## config.mk

```make
export PLATFORM = sky130hd
export DESIGN_NAME = spi_master_ctrl
export DESIGN_NICKNAME = d
export VERILOG_FILES = /design/src/rtl/spi_master_ctrl.sv
export SDC_FILE = /design/constraint.sdc
export NUM_CORES = 1
export LEC_CHECK = 0
export CORE_MARGIN = 4
export CORE_UTILIZATION = 47
export CTS_CLUSTER_DIAMETER = 150
export DETAILED_ROUTE_END_ITERATION = 8
export GPL_ROUTABILITY_DRIVEN = 0
export PLACE_DENSITY = 0.74
export SLEW_MARGIN = 15
export SYNTH_ARGS = -nofsm -noshare
export SYNTH_HDL_FRONTEND = slang
export SYNTH_SLANG_ARGS = --single-unit
```

## constraint.sdc

```tcl
create_clock -name clk -period 1.4 [get_ports clk]
set_input_delay 0.28 -clock clk [delete_from_list [all_inputs] [get_ports clk]]
set_output_delay 0.28 -clock clk [all_outputs]
set_load 0.01 [all_outputs]
```

## src/rtl/spi_master_ctrl.sv

```systemverilog
// rtl/spi_master_ctrl.sv - SPI mode-0 master: one word per host handshake, MSB first
module spi_master_ctrl #(
    parameter int DATA_W  = 8,
    parameter int CLK_DIV = 4
) (
    input  logic              clk,
    input  logic              reset,
    input  logic              tx_valid,
    output logic              tx_ready,
    input  logic [DATA_W-1:0] tx_data,
    output logic              rx_valid,
    output logic [DATA_W-1:0] rx_data,
    output logic              busy,
    output logic              sclk,
    output logic              cs_n,
    output logic              mosi,
    input  logic              miso
);

    localparam int DIV_W = (CLK_DIV > 1) ? $clog2(CLK_DIV) : 1;
    localparam int BIT_W = $clog2(DATA_W + 1);

    typedef enum logic [1:0] {IDLE, LEAD, XFER, TRAIL} state_t;

    state_t              state_q, state_d;
    logic [DIV_W-1:0]    div_q, div_d;
    logic [BIT_W-1:0]    bit_q, bit_d;
    // Holds only the bits not yet on mosi; the MSB goes straight to mosi on accept.
    logic [DATA_W-2:0]   tx_sh_q, tx_sh_d;
    logic [DATA_W-1:0]   rx_sh_q, rx_sh_d;
    logic [DATA_W-1:0]   rx_data_q, rx_data_d;
    logic                rx_valid_q, rx_valid_d;
    logic                tx_ready_q, tx_ready_d;
    logic                busy_q, busy_d;
    logic                sclk_q, sclk_d;
    logic                cs_n_q, cs_n_d;
    logic                mosi_q, mosi_d;
    logic                div_last;

    assign div_last = (div_q == DIV_W'(CLK_DIV - 1));

    always_comb begin
        state_d    = state_q;
        div_d      = div_q;
        bit_d      = bit_q;
        tx_sh_d    = tx_sh_q;
        rx_sh_d    = rx_sh_q;
        rx_data_d  = rx_data_q;
        rx_valid_d = 1'b0;
        sclk_d     = sclk_q;
        cs_n_d     = cs_n_q;
        mosi_d     = mosi_q;

        case (state_q)
            IDLE: begin
                if (tx_valid && tx_ready_q) begin
                    tx_sh_d = tx_data[DATA_W-2:0];
                    mosi_d  = tx_data[DATA_W-1];
                    cs_n_d  = 1'b0;
                    rx_sh_d = '0;
                    div_d   = '0;
                    bit_d   = '0;
                    state_d = LEAD;
                end
            end
            LEAD: begin
                if (div_last) begin
                    div_d   = '0;
                    state_d = XFER;
                end else begin
                    div_d = div_q + 1'b1;
                end
            end
            XFER: begin
                if (div_last) begin
                    div_d  = '0;
                    sclk_d = ~sclk_q;
                    if (!sclk_q) begin
                        rx_sh_d = {rx_sh_q[DATA_W-2:0], miso};
                    end else if (bit_q == BIT_W'(DATA_W - 1)) begin
                        // Last falling edge: mosi keeps the LSB through the hold time.
                        bit_d   = '0;
                        state_d = TRAIL;
                    end else begin
                        bit_d   = bit_q + 1'b1;
                        mosi_d  = tx_sh_q[DATA_W-2];
                        tx_sh_d = tx_sh_q << 1;
                    end
                end else begin
                    div_d = div_q + 1'b1;
                end
            end
            TRAIL: begin
                if (div_last) begin
                    div_d      = '0;
                    cs_n_d     = 1'b1;
                    mosi_d     = 1'b0;
                    rx_data_d  = rx_sh_q;
                    rx_valid_d = 1'b1;
                    state_d    = IDLE;
                end else begin
                    div_d = div_q + 1'b1;
                end
            end
            default: state_d = IDLE;
        endcase

        tx_ready_d = (state_d == IDLE);
        busy_d     = (state_d != IDLE);
    end

    always_ff @(posedge clk or negedge reset) begin
        if (!reset) begin
            state_q    <= IDLE;
            div_q      <= '0;
            bit_q      <= '0;
            tx_sh_q    <= '0;
            rx_sh_q    <= '0;
            rx_data_q  <= '0;
            rx_valid_q <= 1'b0;
            tx_ready_q <= 1'b1;
            busy_q     <= 1'b0;
            sclk_q     <= 1'b0;
            cs_n_q     <= 1'b1;
            mosi_q     <= 1'b0;
        end else begin
            state_q    <= state_d;
            div_q      <= div_d;
            bit_q      <= bit_d;
            tx_sh_q    <= tx_sh_d;
            rx_sh_q    <= rx_sh_d;
            rx_data_q  <= rx_data_d;
            rx_valid_q <= rx_valid_d;
            tx_ready_q <= tx_ready_d;
            busy_q     <= busy_d;
            sclk_q     <= sclk_d;
            cs_n_q     <= cs_n_d;
            mosi_q     <= mosi_d;
        end
    end

    assign tx_ready = tx_ready_q;
    assign busy     = busy_q;
    assign rx_valid = rx_valid_q;
    assign rx_data  = rx_data_q;
    assign sclk     = sclk_q;
    assign cs_n     = cs_n_q;
    assign mosi     = mosi_q;

endmodule

```

==> run_results.csv <==
group,metric,value,unit
yosys,yosysSeqAreaShare,0.563,
timing,rsz0062_at_grt,"yes",
global_route,grt_max_degree,38,
yosys,yosys.cell_types.count,32,
worst_setup_path,path_cells,"ha_2 -> and3b_2 -> o21ai_4 -> buf_12 -> mux2_4",
drt,finalWirelength,3.90,mm
final_layout,multiInputGateArea,774,sq um
timing,setup_ws,-196,ps
drt,drt_iter0_drc,43,
pwr,p_leak,0.00124,uW
placement,io_buffers,25,
die,start_util,0.490,
worst_setup_path,crit_buf_inv,1,
yosys,avgSynthCellArea,13.3,sq um
final_layout,fillers,253,
worst_setup_path,worstSetupPathType,"flip-flop to flip-flop",
drt,wl_per_cell,16.1,um
min_path,min_path_type,"input port to async pin",
clock_tree,root_buffer,"clkbuf_4",
yosys,syn_inst,124,
final_layout,ff_latch_area,932,sq um
yosys,synth_fp_nets,138,
placement,dpl.hpwl,2.42,mm
die,die_h,67.2,um
worst_setup_path,cp_max_fo,6,
drt,num_vias,1282,
worst_setup_path,start_kind,"flip-flop",
clock_tree,cts_hold_buf,0,
status,outcome,"finished with violations",
timing,fmax,0.627,GHz
yosys,yosys_warnings,0,
clock_tree,htreeDepth,2,
timing,slew_violations,0,
timing,clock_skew,12.9,ps
timing,setup_violations,8,
drt,firstDrtPassIters,4,
global_route,grt_pass1_vias,1294,
worst_setup_path,cp_top_family,"flip-flops",
run,max-cap-violations,0,
timing,finalHoldViolCount,0,
worst_setup_path,arrival,1830,ps
die,fp.dieArea,4520,sq um
pwr,total_power,4460,uW
yosys,netlist_area,1650,sq um
final_layout,drive_above_1_share,0.490,
drt,vias_per_cell,5.30,
clock_tree,cts.sinks,37,
die,die_x,67.2,um
clock_tree,path_clk_slew,120,ps
timing,fin_crit_sh,1.14,
worst_setup_path,slowest_delay,420,ps
pwr,ir_drop,1230,uV
clock_tree,cts_tree,"done",
timing,finalCriticalPeriod,1600,ps
worst_setup_path,worst_path_max_delay_cell,"dfrtp_1",
die,coreArea,3360,sq um
final_layout,utilization,0.737,
final_layout,n_antenna_cell,0,
timing,worst_slew_pin_slew,254,ps
clock_tree,clock_path_buffers,2,
global_route,grt_pass1_wl,6.16,mm
global_route,grt_overflow,0,
timing,hold_slack,298,ps
global_route,antenna_found_initial,0,
clock_tree,clock_latency,350,ps
die,ios,26,
worst_setup_path,crit_required,1630,ps
placement,dpl.cell_count,218,
final_layout,final_cells,242,
clock_tree,cts_buffers,5,
status,violations,"setup timing",
timing,max_slew_margin,0.828,
drt,antenna_left,0,
die,rows,21,
global_route,grt_usage,0.185,
drt,drc_errors,0,
final_layout,nNetsFinal,209,
placement,dp_worst_setup_slack,-287,ps
pwr,p_per_area,1800,nW/um^2
worst_setup_path,end_kind,"flip-flop",
yosys,synth-seq-cells,37,
final_layout,syn2layout_area_growth,50.4,%
cell families (layout without fill, tap and decap cells):
logic type	count (synthesis)	count (layout)	synth area share
adders and majority gates	2	2	0.0152
AOI/OAI and AO/OA	25	25	0.125
and+or+nand+nor	26	26	0.101
xor gates and xnor gates	1	1	0.00532
DFF	37	37	0.563
buffers and inverters	11	83	0.0380
muxes	22	22	0.153
report_power, final:
group | total [uW] | switching, uW | internal, uW | leakage (uW)
logic | 2160 | 853 | 1310 | 0.000723
clock network | 615 | 370 | 245 | 0.0000382
registers | 1690 | 258 | 1430 | 0.000474
total | 4460 | 1480 | 2980 | 0.00124
layout make-up:
type | count | share of cell area
repair buffers | 70 | 0.254
well taps | 46 | 0.0232
flip-flops and latches | 37 | 0.376
clock buffers | 6 | 0.0207
inverters | 5 | 0.00757
clock inverters | 2 | 0.00555
multi-input cells | 76 | 0.312
cells in the mapped netlist, drive strengths merged:
library cell  number  area (sq um)
dfrtp             35           876
mux2              22           251
a22o              11          97.6
nand2              8          30.0
buf                6          43.8
inv                5          18.8
nand3              5          25.0
o21ai              4          31.3
nor2               3          11.3
o31ai              3          22.5
a21o               2          15.0
dfstp              2          52.6
ha                 2          25.0
nand3b             2          15.0
o211ai             2          15.0
a211oi             1          7.51
and3b              1          8.76
nand2b             1          6.26
nand4b             1          23.8
nand4bb            1          11.3
nor2b              1          6.26
nor3               1          16.3
nor4               1          6.26
o21a               1          7.51
o41ai              1          8.76
or2                1          6.26
xnor2              1          8.76
routing by layer:
| layer | global-route usage | routed length, um | up-vias |
|---|---|---|---|
| li1 | - | - | 601 |
| met1 | 0.217 | 1630 | 637 |
| met2 | 0.321 | 2040 | 32 |
| met3 | 0.0383 | 139 | 12 |
| met4 | 0.0911 | 92 | 0 |
| met5 | 0 | 0 | - |
flip-flops by register name, indices dropped and copies added, names as in the netlist, 2 cells and up:
signal   count
rx_data      8
rx_sh_q      8
tx_sh_q      7
bit_q        4
div_q        2
state_q      2
worst paths after layout:
path	slack [ps]	to	cells past startpoint	start
hold reg to reg	490	cs_n	2	cs_n
setup / recovery	-200	tx_sh_q[4]	5	bit_q[0]
min in group clk	490	cs_n	2	cs_n
hold / removal	300	bit_q[0]	2	reset
setup reg to reg	-200	tx_sh_q[4]	5	bit_q[0]
max in group asynchronous	840	tx_ready	2	reset
repair_timing:
| item | 4_1_cts | 5_1_grt |
|---|---|---|
| gates resized for setup | 34 | 25 |
| pin swaps | 3 | 17 |
| setup buffers | 11 | 6 |
| setup endpoints to repair | 40 | 29 |
per-stage QoR:
stage | TNS (ps) | instance area, sq um
6_report | -1280 | 2480
3_5_place_dp | -4400 | 2160
3_3_place_gp | -3930 | 2160
5_1_grt | -1860 | 2480
2_1_floorplan | -712 | 1660
4_1_cts | -1020 | 2340
cells in the final DEF (no fill, tap or decap), types with 2 or more instances in the layout:
cell type / count
dfrtp_1: 32
nand3b_1: 2
o211ai_1: 2
buf_6: 8
dlygate4sd2_1: 12
dfstp_2: 2
clkbuf_4: 5
dfrtp_2: 3
buf_4: 34
inv_1: 4
mux2_2: 6
clkdlybuf4s50_1: 11
nor2_1: 3
buf_12: 3
mux2_4: 16
o31ai_1: 2
nand2_1: 8
a22o_1: 10
o21ai_0: 2
buf_2: 2
nand3_1: 4
No activity file was read; power rests on OpenSTA's default activity.
